`src/rtl/fetch_sequencer.sv`:
```
// Fetch sequencer: walks the PC through instruction memory, waits on the ready
// handshake, applies branch/jump redirects and holds the fetched word under stall.
module fetch_sequencer #(
  parameter int                ADDR_W   = 32,
  parameter logic [ADDR_W-1:0] RESET_PC = '0,
  parameter int                MAX_WAIT = 16
) (
  input  logic              clk,
  input  logic              reset,
  input  logic [ADDR_W-1:0] pc_current,
  output logic              pc_write,
  output logic [ADDR_W-1:0] pc_next,
  output logic              imem_req,
  output logic [ADDR_W-1:0] imem_addr,
  input  logic              imem_ready,
  input  logic [31:0]       imem_data,
  input  logic              stall,
  input  logic              branch_taken,
  input  logic [ADDR_W-1:0] branch_target,
  input  logic              jump,
  input  logic [ADDR_W-1:0] jump_target,
  output logic [31:0]       instr,
  output logic [ADDR_W-1:0] instr_pc,
  output logic              instr_valid,
  output logic              timeout
);

  localparam int              CNT_W     = $clog2(MAX_WAIT + 1);
  localparam logic [CNT_W-1:0] CNT_MAX   = CNT_W'(MAX_WAIT);
  localparam logic [CNT_W-1:0] WAIT_LAST = CNT_W'(MAX_WAIT - 1);

  typedef enum logic [1:0] {INIT, FETCH, HOLD} state_t;

  state_t            state, state_nxt;
  logic              pend_vld;
  logic              pend_br;
  logic [ADDR_W-1:0] pend_tgt;
  logic [CNT_W-1:0]  wait_cnt;
  logic              redirect;
  logic [ADDR_W-1:0] redir_tgt;

  function automatic logic [ADDR_W-1:0] pc_inc(input logic [ADDR_W-1:0] pc);
    return pc + ADDR_W'(4);
  endfunction

  function automatic logic [CNT_W-1:0] sat_inc(input logic [CNT_W-1:0] c);
    return (c == CNT_MAX) ? c : c + CNT_W'(1);
  endfunction

  // Branches (live or pending) beat jumps (live or pending); a live branch beats a pending one.
  assign redirect  = branch_taken | jump | pend_vld;
  assign redir_tgt = branch_taken         ? branch_target :
                     (pend_vld & pend_br) ? pend_tgt      :
                     jump                 ? jump_target   : pend_tgt;
  assign imem_addr = pc_current;

  always_comb begin
    state_nxt = state;
    pc_write  = 1'b0;
    pc_next   = pc_current;
    imem_req  = 1'b0;
    if (!reset) begin
      state_nxt = INIT;
      pc_write  = 1'b1;
      pc_next   = RESET_PC;
    end else begin
      case (state)
        INIT: state_nxt = FETCH;
        FETCH: begin
          imem_req = 1'b1;
          if (imem_ready) begin
            if (redirect) begin
              pc_write = 1'b1;
              pc_next  = redir_tgt;
            end else if (!stall) begin
              pc_write = 1'b1;
              pc_next  = pc_inc(pc_current);
            end else begin
              state_nxt = HOLD;
            end
          end
        end
        HOLD: begin
          if (redirect) begin
            pc_write  = 1'b1;
            pc_next   = redir_tgt;
            state_nxt = FETCH;
          end else if (!stall) begin
            pc_write  = 1'b1;
            pc_next   = pc_inc(instr_pc);
            state_nxt = FETCH;
          end
        end
        default: state_nxt = INIT;
      endcase
    end
  end

  always_ff @(posedge clk) begin
    if (!reset) state <= INIT;
    else        state <= state_nxt;
  end

  // Control: pending redirect, wait counter, timeout, valid.
  always_ff @(posedge clk) begin
    if (!reset || state == INIT) begin
      pend_vld    <= 1'b0;
      pend_br     <= 1'b0;
      pend_tgt    <= '0;
      wait_cnt    <= '0;
      timeout     <= 1'b0;
      instr_valid <= 1'b0;
    end else if (state == FETCH) begin
      if (imem_ready) begin
        wait_cnt    <= '0;
        pend_vld    <= 1'b0;
        instr_valid <= !redirect;
      end else begin
        wait_cnt <= sat_inc(wait_cnt);
        if (wait_cnt >= WAIT_LAST) timeout <= 1'b1;
        if (branch_taken) begin
          pend_vld <= 1'b1;
          pend_br  <= 1'b1;
          pend_tgt <= branch_target;
        end else if (jump && !(pend_vld && pend_br)) begin
          pend_vld <= 1'b1;
          pend_br  <= 1'b0;
          pend_tgt <= jump_target;
        end
        if (!stall) instr_valid <= 1'b0;
      end
    end else if (state == HOLD) begin
      if (redirect) instr_valid <= 1'b0;
    end
  end

  // Data: fetched word and its PC, captured on every non-redirected completion.
  always_ff @(posedge clk) begin
    if (!reset || state == INIT) begin
      instr    <= '0;
      instr_pc <= '0;
    end else if (state == FETCH && imem_ready && !redirect) begin
      instr    <= imem_data;
      instr_pc <= pc_current;
    end
  end

endmodule

```
`config.mk`:
```
export PLATFORM = sky130hd
export DESIGN_NAME = fetch_sequencer
export DESIGN_NICKNAME = d
export VERILOG_FILES = /design/src/rtl/fetch_sequencer.sv
export SDC_FILE = /design/constraint.sdc
export NUM_CORES = 1
export LEC_CHECK = 0
export ABC_AREA = 0
export BUFFER_PORTS_ARGS = -buffer_cell sky130_fd_sc_hd__buf_2
export CAP_MARGIN = 0
export CORE_ASPECT_RATIO = 1.4
export CORE_MARGIN = 8
export CORE_UTILIZATION = 46
export CTS_CLUSTER_SIZE = 28
export DETAILED_ROUTE_END_ITERATION = 16
export PLACE_DENSITY = 0.78
export SYNTH_ARGS = -nofsm -noshare
export SYNTH_HDL_FRONTEND = slang
export SYNTH_SLANG_ARGS = --single-unit
```
`constraint.sdc`:
```
create_clock -name clk -period 2.25 [get_ports clk]
set_input_delay 0.1125 -clock clk [delete_from_list [all_inputs] [get_ports clk]]
set_output_delay 0.1125 -clock clk [all_outputs]
set_load 0.05 [all_outputs]
```
# Word-level counts from Yosys, hierarchy flattened

Index checks and enable logic that the tools add are counted.
Widths: inputs -> output; s select.

Bits of input ports: 134
Memories kept: 0
Word-level logic and storage cells: 82
Output and inout port bits: 132
Bits in writable memories: 0
Memory bits (read-only): 0
Bits in registers: 107
Latch bits: 0

Shift operators: 0
Bitwise operators: 4
Eq/ne operators: 9
Muxes and demuxes: 37
Magnitude comparators: 1
Div/mod/pow operators: 0
Reductions and logical operators: 19
Multiply operators: 0
Add/subtract/negate cells: 3

Operator list:

| operator              | number |
|---|---|
| $mux 32               | 11 |
| $add 32x3->32 const B | 2 |
| $pmux 32 s2           | 1 |
| $mux 1                | 16 |
| $mux 2                | 5 |
| $mux 5                | 2 |
| $reduce_and 3->1      | 3 |
| $ne 2x2->1 const B    | 4 |
| $ne 3x3->1 const B    | 2 |
| $pmux 2 s3            | 1 |
| $reduce_bool 2->1     | 3 |
| $add 5x1->5 const B   | 1 |
| $eq 5x5->1 const B    | 1 |
| $ge 5x4->1 const B    | 1 |
| $logic_and 1x1->1     | 4 |
| $reduce_and 2->1      | 2 |
| $reduce_and 4->1      | 1 |
| $logic_not 1->1       | 3 |
| $reduce_bool 3->1     | 1 |
| $eq 2x1->1 const B    | 1 |
| $eq 2x2->1 const B    | 1 |
| $logic_not 2->1       | 1 |
| $or 1x1->1            | 2 |
| $pmux 1 s2            | 1 |
| other kinds (3)       | 3 |

# Longest topological paths before layout

Depth after elaboration: 7
Gate-level depth with buffers: 9
Mapped depth without buffers: 8

# Worst setup path before layout

No wires, ideal clock.

Kind: register to output
From: register instr_pc[10]
To: output pc_next[18]
Arrival: 2.822 ns
Data required time: 2.138 ns
Buffers on the path: 0
Slack: -0.684 ns
Stages on the path, launching flop included: 7
Path through: dfxtp_1 -> nand4_1 -> nor4_1 -> xor2_1 -> a21oi_1 -> or2_2 -> a31oi_1

Word-level cells in the longest chain between the ends: 5

RTL lines:

| element                | RTL line | text |
|---|---|---|
| from (decl)            | 23       | `output logic [ADDR_W-1:0] instr_pc,` |
| from (signal assigned) | 144      | `instr_pc <= pc_current;` |
| $add 32x3->32          | 43       | `return pc + ADDR_W'(4);` |
| $mux 32                | 88       | `end else if (!stall) begin` |
| $mux 32                | 84       | `if (redirect) begin` |
| $pmux 32 s2            | 67       | `case (state)` |
| $mux 32                | 62       | `if (!reset) begin` |
| to (decl)              | 12       | `output logic [ADDR_W-1:0] pc_next,` |

No other way between the ends.

# Worst setup path after layout

From: register instr_pc[9]
To: output pc_next[31]

The elaborated chain is that of the path after synthesis.

==> metrics.json <==
{
  "run_status": "complete, but fails checks",
  "violated_checks": "negative setup slack",
  "grtUsageTotal_pct": 29.8,
  "multiInputGateArea_um2": 5390,
  "hold_slack_ns": 0.0107,
  "worst_path_largest_cell_delay_ns": 0.39,
  "max-clock-path-buffers": 2,
  "cts_buffers": 9,
  "hold_path_class": "in2reg",
  "grt.met1_usage_pct": 32.5,
  "timing.final.ws_setup_ns": -0.286,
  "coreArea_um2": 15500,
  "period_needed_ns": 2.54,
  "grt_max_degree": 102,
  "use_met2_pct": 50.5,
  "fillerInstances": 1168,
  "routed-via-count": 9323,
  "first_pass_iters": 6,
  "worstSetupStartpointType": "register",
  "met3_usage_pct": 7.66,
  "synth_cells": 1026,
  "post_synthesis_sequential_area_ratio_pct": 29.3,
  "areaGrowthSynthToFinish_pct": 55.8,
  "gr-max-usage-layer": "met2",
  "die_y_um": 165,
  "leakagePower_uw": 0.00475,
  "layout_common_cells": "sky130_fd_sc_hd__buf_2, sky130_fd_sc_hd__nand2_1, sky130_fd_sc_hd__buf_4",
  "gp_congestion": 0.977,
  "final-seq-area_um2": 2180,
  "cp_data_arrival_time_ns": 2.42,
  "worstRegToRegCells": 10,
  "clkLatencyLatePin_ns": 0.37,
  "ir_worst_vdd_mv": 0.588,
  "clock_tree.root_cell": "sky130_fd_sc_hd__clkbuf_16",
  "post-route-period-util_pct": 113,
  "syn_area_um2": 7300,
  "die_area_um2": 20200,
  "reg2reg_slack_ns": 0.16,
  "cts_sinks": 107,
  "via_count_of_the_first_global_routing_pass": 9098,
  "horiz_die_dim_um": 123,
  "cts.clk_slew.worst_paths_ns": 0.07,
  "ant_nets": 0,
  "ys_async_sr_fraction_pct": 0,
  "tightestPinTransition_ns": 0.613,
  "final_max_slew_viol_count": 0,
  "timing.setup.critical_path_class": "reg2out",
  "detail_route.wl_per_cell_um": 20.6,
  "synth-main-ff-cell": "sky130_fd_sc_hd__dfxtp_1",
  "dp_hpwl_um": 22100,
  "setup_viol": 31,
  "first_iter_violations": 834,
  "max-cap-violations": 0,
  "globalRoute.totalOverflow": 0,
  "ys.warnings.count": 0,
  "synth-edff-count": 0,
  "h-tree-depth": 3,
  "cp-end-kind": "output pin",
  "crit_path_frequent_cell": "sky130_fd_sc_hd__nand4_1",
  "clock_tree_from_tritoncts": "done",
  "layout.cell_area.non_filler_um2": 11400,
  "most_common_library_cell_in_the_layout_ignoring_fill_and_taps": "sky130_fd_sc_hd__buf_2",
  "avgSynthCellArea_um2": 7.12,
  "powerDensity_nw_per_um2": 496,
  "final-hold-violation-count": 0,
  "grt_pass1_wl_um": 47400,
  "syn_nets": 1168,
  "critical_path.reg2reg.startpoint": "state[0]$_SDFFE_PN0P_",
  "placement.io_buffers": 265,
  "rsz0062_at_grt": "true",
  "synth-seq-cells": 107,
  "setup.worst_path.end": "pc_next[31]",
  "remaining_drc_errors": 0,
  "detail_route.wirelength_um": 32400,
  "placed_area_um2": 9490,
  "num-nets-final": 1513,
  "timing.slew.headroom_pct": 58.6,
  "cp_cell_sequence": "nand4_1 > buf_6 > nor4_4 > nand4_1 > xor2_1 > o22ai_1 > o2bb2ai_2 > buf_12",
  "avgViaCountPerCell": 5.93,
  "initial_core_util_pct": 47.0,
  "crit_slowest_cell": "sky130_fd_sc_hd__dfxtp_4",
  "path_max_fanout": 5,
  "rows": 54,
  "crit_required_ns": 2.14,
  "crit_path_start": "instr_pc[9]$_SDFFE_PP0P_",
  "drive_above_1_share_pct": 41.9,
  "antenna_found_initial": 1,
  "timing.clock.skew_ns": 0.00749,
  "synth.lib_cells_used.distinct": 65,
  "pin_count": 266,
  "rr_endpoint": "instr[19]$_SDFFE_PP0P_",
  "timing.fmax_mhz": 394,
  "placement.setup.worst_slack_ns": -0.0305
}
==> area by class of cell <==
cell class / instances / share of cell area [%]
antenna: 1 / 0.0220
sequential: 107 / 19.1
multi-input combinational: 801 / 47.4
inverter: 17 / 0.583
timing repair buffer: 435 / 28.0
clock buffer: 11 / 2.22
clock inverter: 5 / 0.517
tap: 196 / 2.16
==> worst min path at each step <==
stage	start	endpoint	cells past startpoint
finish	pc_current[1]	instr_pc[1]$_SDFFE_PP0P_	3
floorplan	pc_current[4]	instr_pc[4]$_SDFFE_PP0P_	2
detailed placement	imem_data[6]	instr[6]$_SDFFE_PP0P_	3
global route	imem_data[17]	instr[17]$_SDFFE_PP0P_	3
global placement	imem_data[21]	instr[21]$_SDFFE_PP0P_	3
CTS	pc_current[1]	instr_pc[1]$_SDFFE_PP0P_	3
==> sequential cells by signal (all words and copies together), names as in the netlist <==
signal,count
wait_cnt,5
pend_tgt,32
pend_vld,1
timeout,1
state,2
pend_br,1
instr_pc,32
instr_valid,1
instr,32
==> cell families after synthesis <==
group	after synthesis	synth area share, %
AND/OR/NAND/NOR	460	29.1
AO/OA/AOI/OAI	264	23.0
buffers and inverters	118	8.24
flip-flops	107	29.3
multiplexers	38	5.22
XOR/XNOR	31	3.72
adder cells (fa/ha/maj)	8	1.37
==> layer usage <==
layer | part of all wire [%] | vias up
met1 | 37 | 4375
met2 | 49 | 512
met5 | 0 | -
met4 | 5.6 | 0
li1 | - | 4300
met3 | 9.0 | 136
==> synthesized netlist by cell type (all sizes together) (7+ instances only) <==
cell    instances  area (um^2)
nand2         218          818
dfxtp         107         2140
nor2           94          355
a21oi          92          460
clkbuf         51          193
buf            50          345
o21ai          47          235
mux2i          37          370
nand2b         34          213
nand3          31          160
a311oi         29          254
a22oi          18          135
xnor2          18          158
inv            17         63.8
nand4          17          106
o22ai          16          100
xor2           13          114
a31oi          12         75.1
and3           12         75.1
nor4           11         83.8
and4            9         78.8
ha              8          100
nor3            8         45.0
and2            7         43.8
==> where the power goes <==
part	leakage (uW)	total [uW]	switching [uW]	internal, uW
Combinational	0.00373	2010	1220	790
Sequential	0.000875	1940	20.6	1920
Clock	0.000148	1700	774	927
Total	0.00475	5650	2010	3640
==> what timing repair did <==
item	CTS	global route
buffers inserted	25	17
pin swaps	37	47
hold endpoints to repair	31	0
cloned	5	0
gates resized for setup	152	95
endpoints found under the setup margin	33	33
hold buffers	31	0
==> through the flow <==
stage	setup TNS, ns	power (uW)	utilization (%)	std cells
final	-4.06	5650	73.2	1573
after global routing	-6.06	5830	73.2	1573
after CTS	-3.44	5560	70.6	1561
after detailed placement	-0.0305	3560	61.1	1484
after global placement	0	3550	61.1	1484
after floorplan	-0.000525	2980	-	1026
==> critical path, delay by kind of cell (launching register included) <==
family	cells	cell delay [ns]
and+or+nand+nor	3	0.69
DFF	1	0.39
buffers and inverters	2	0.38
AOI/OAI and AO/OA	2	0.37
xor gates and xnor gates	1	0.21
Note: power is estimated with default switching activity, not from simulation.
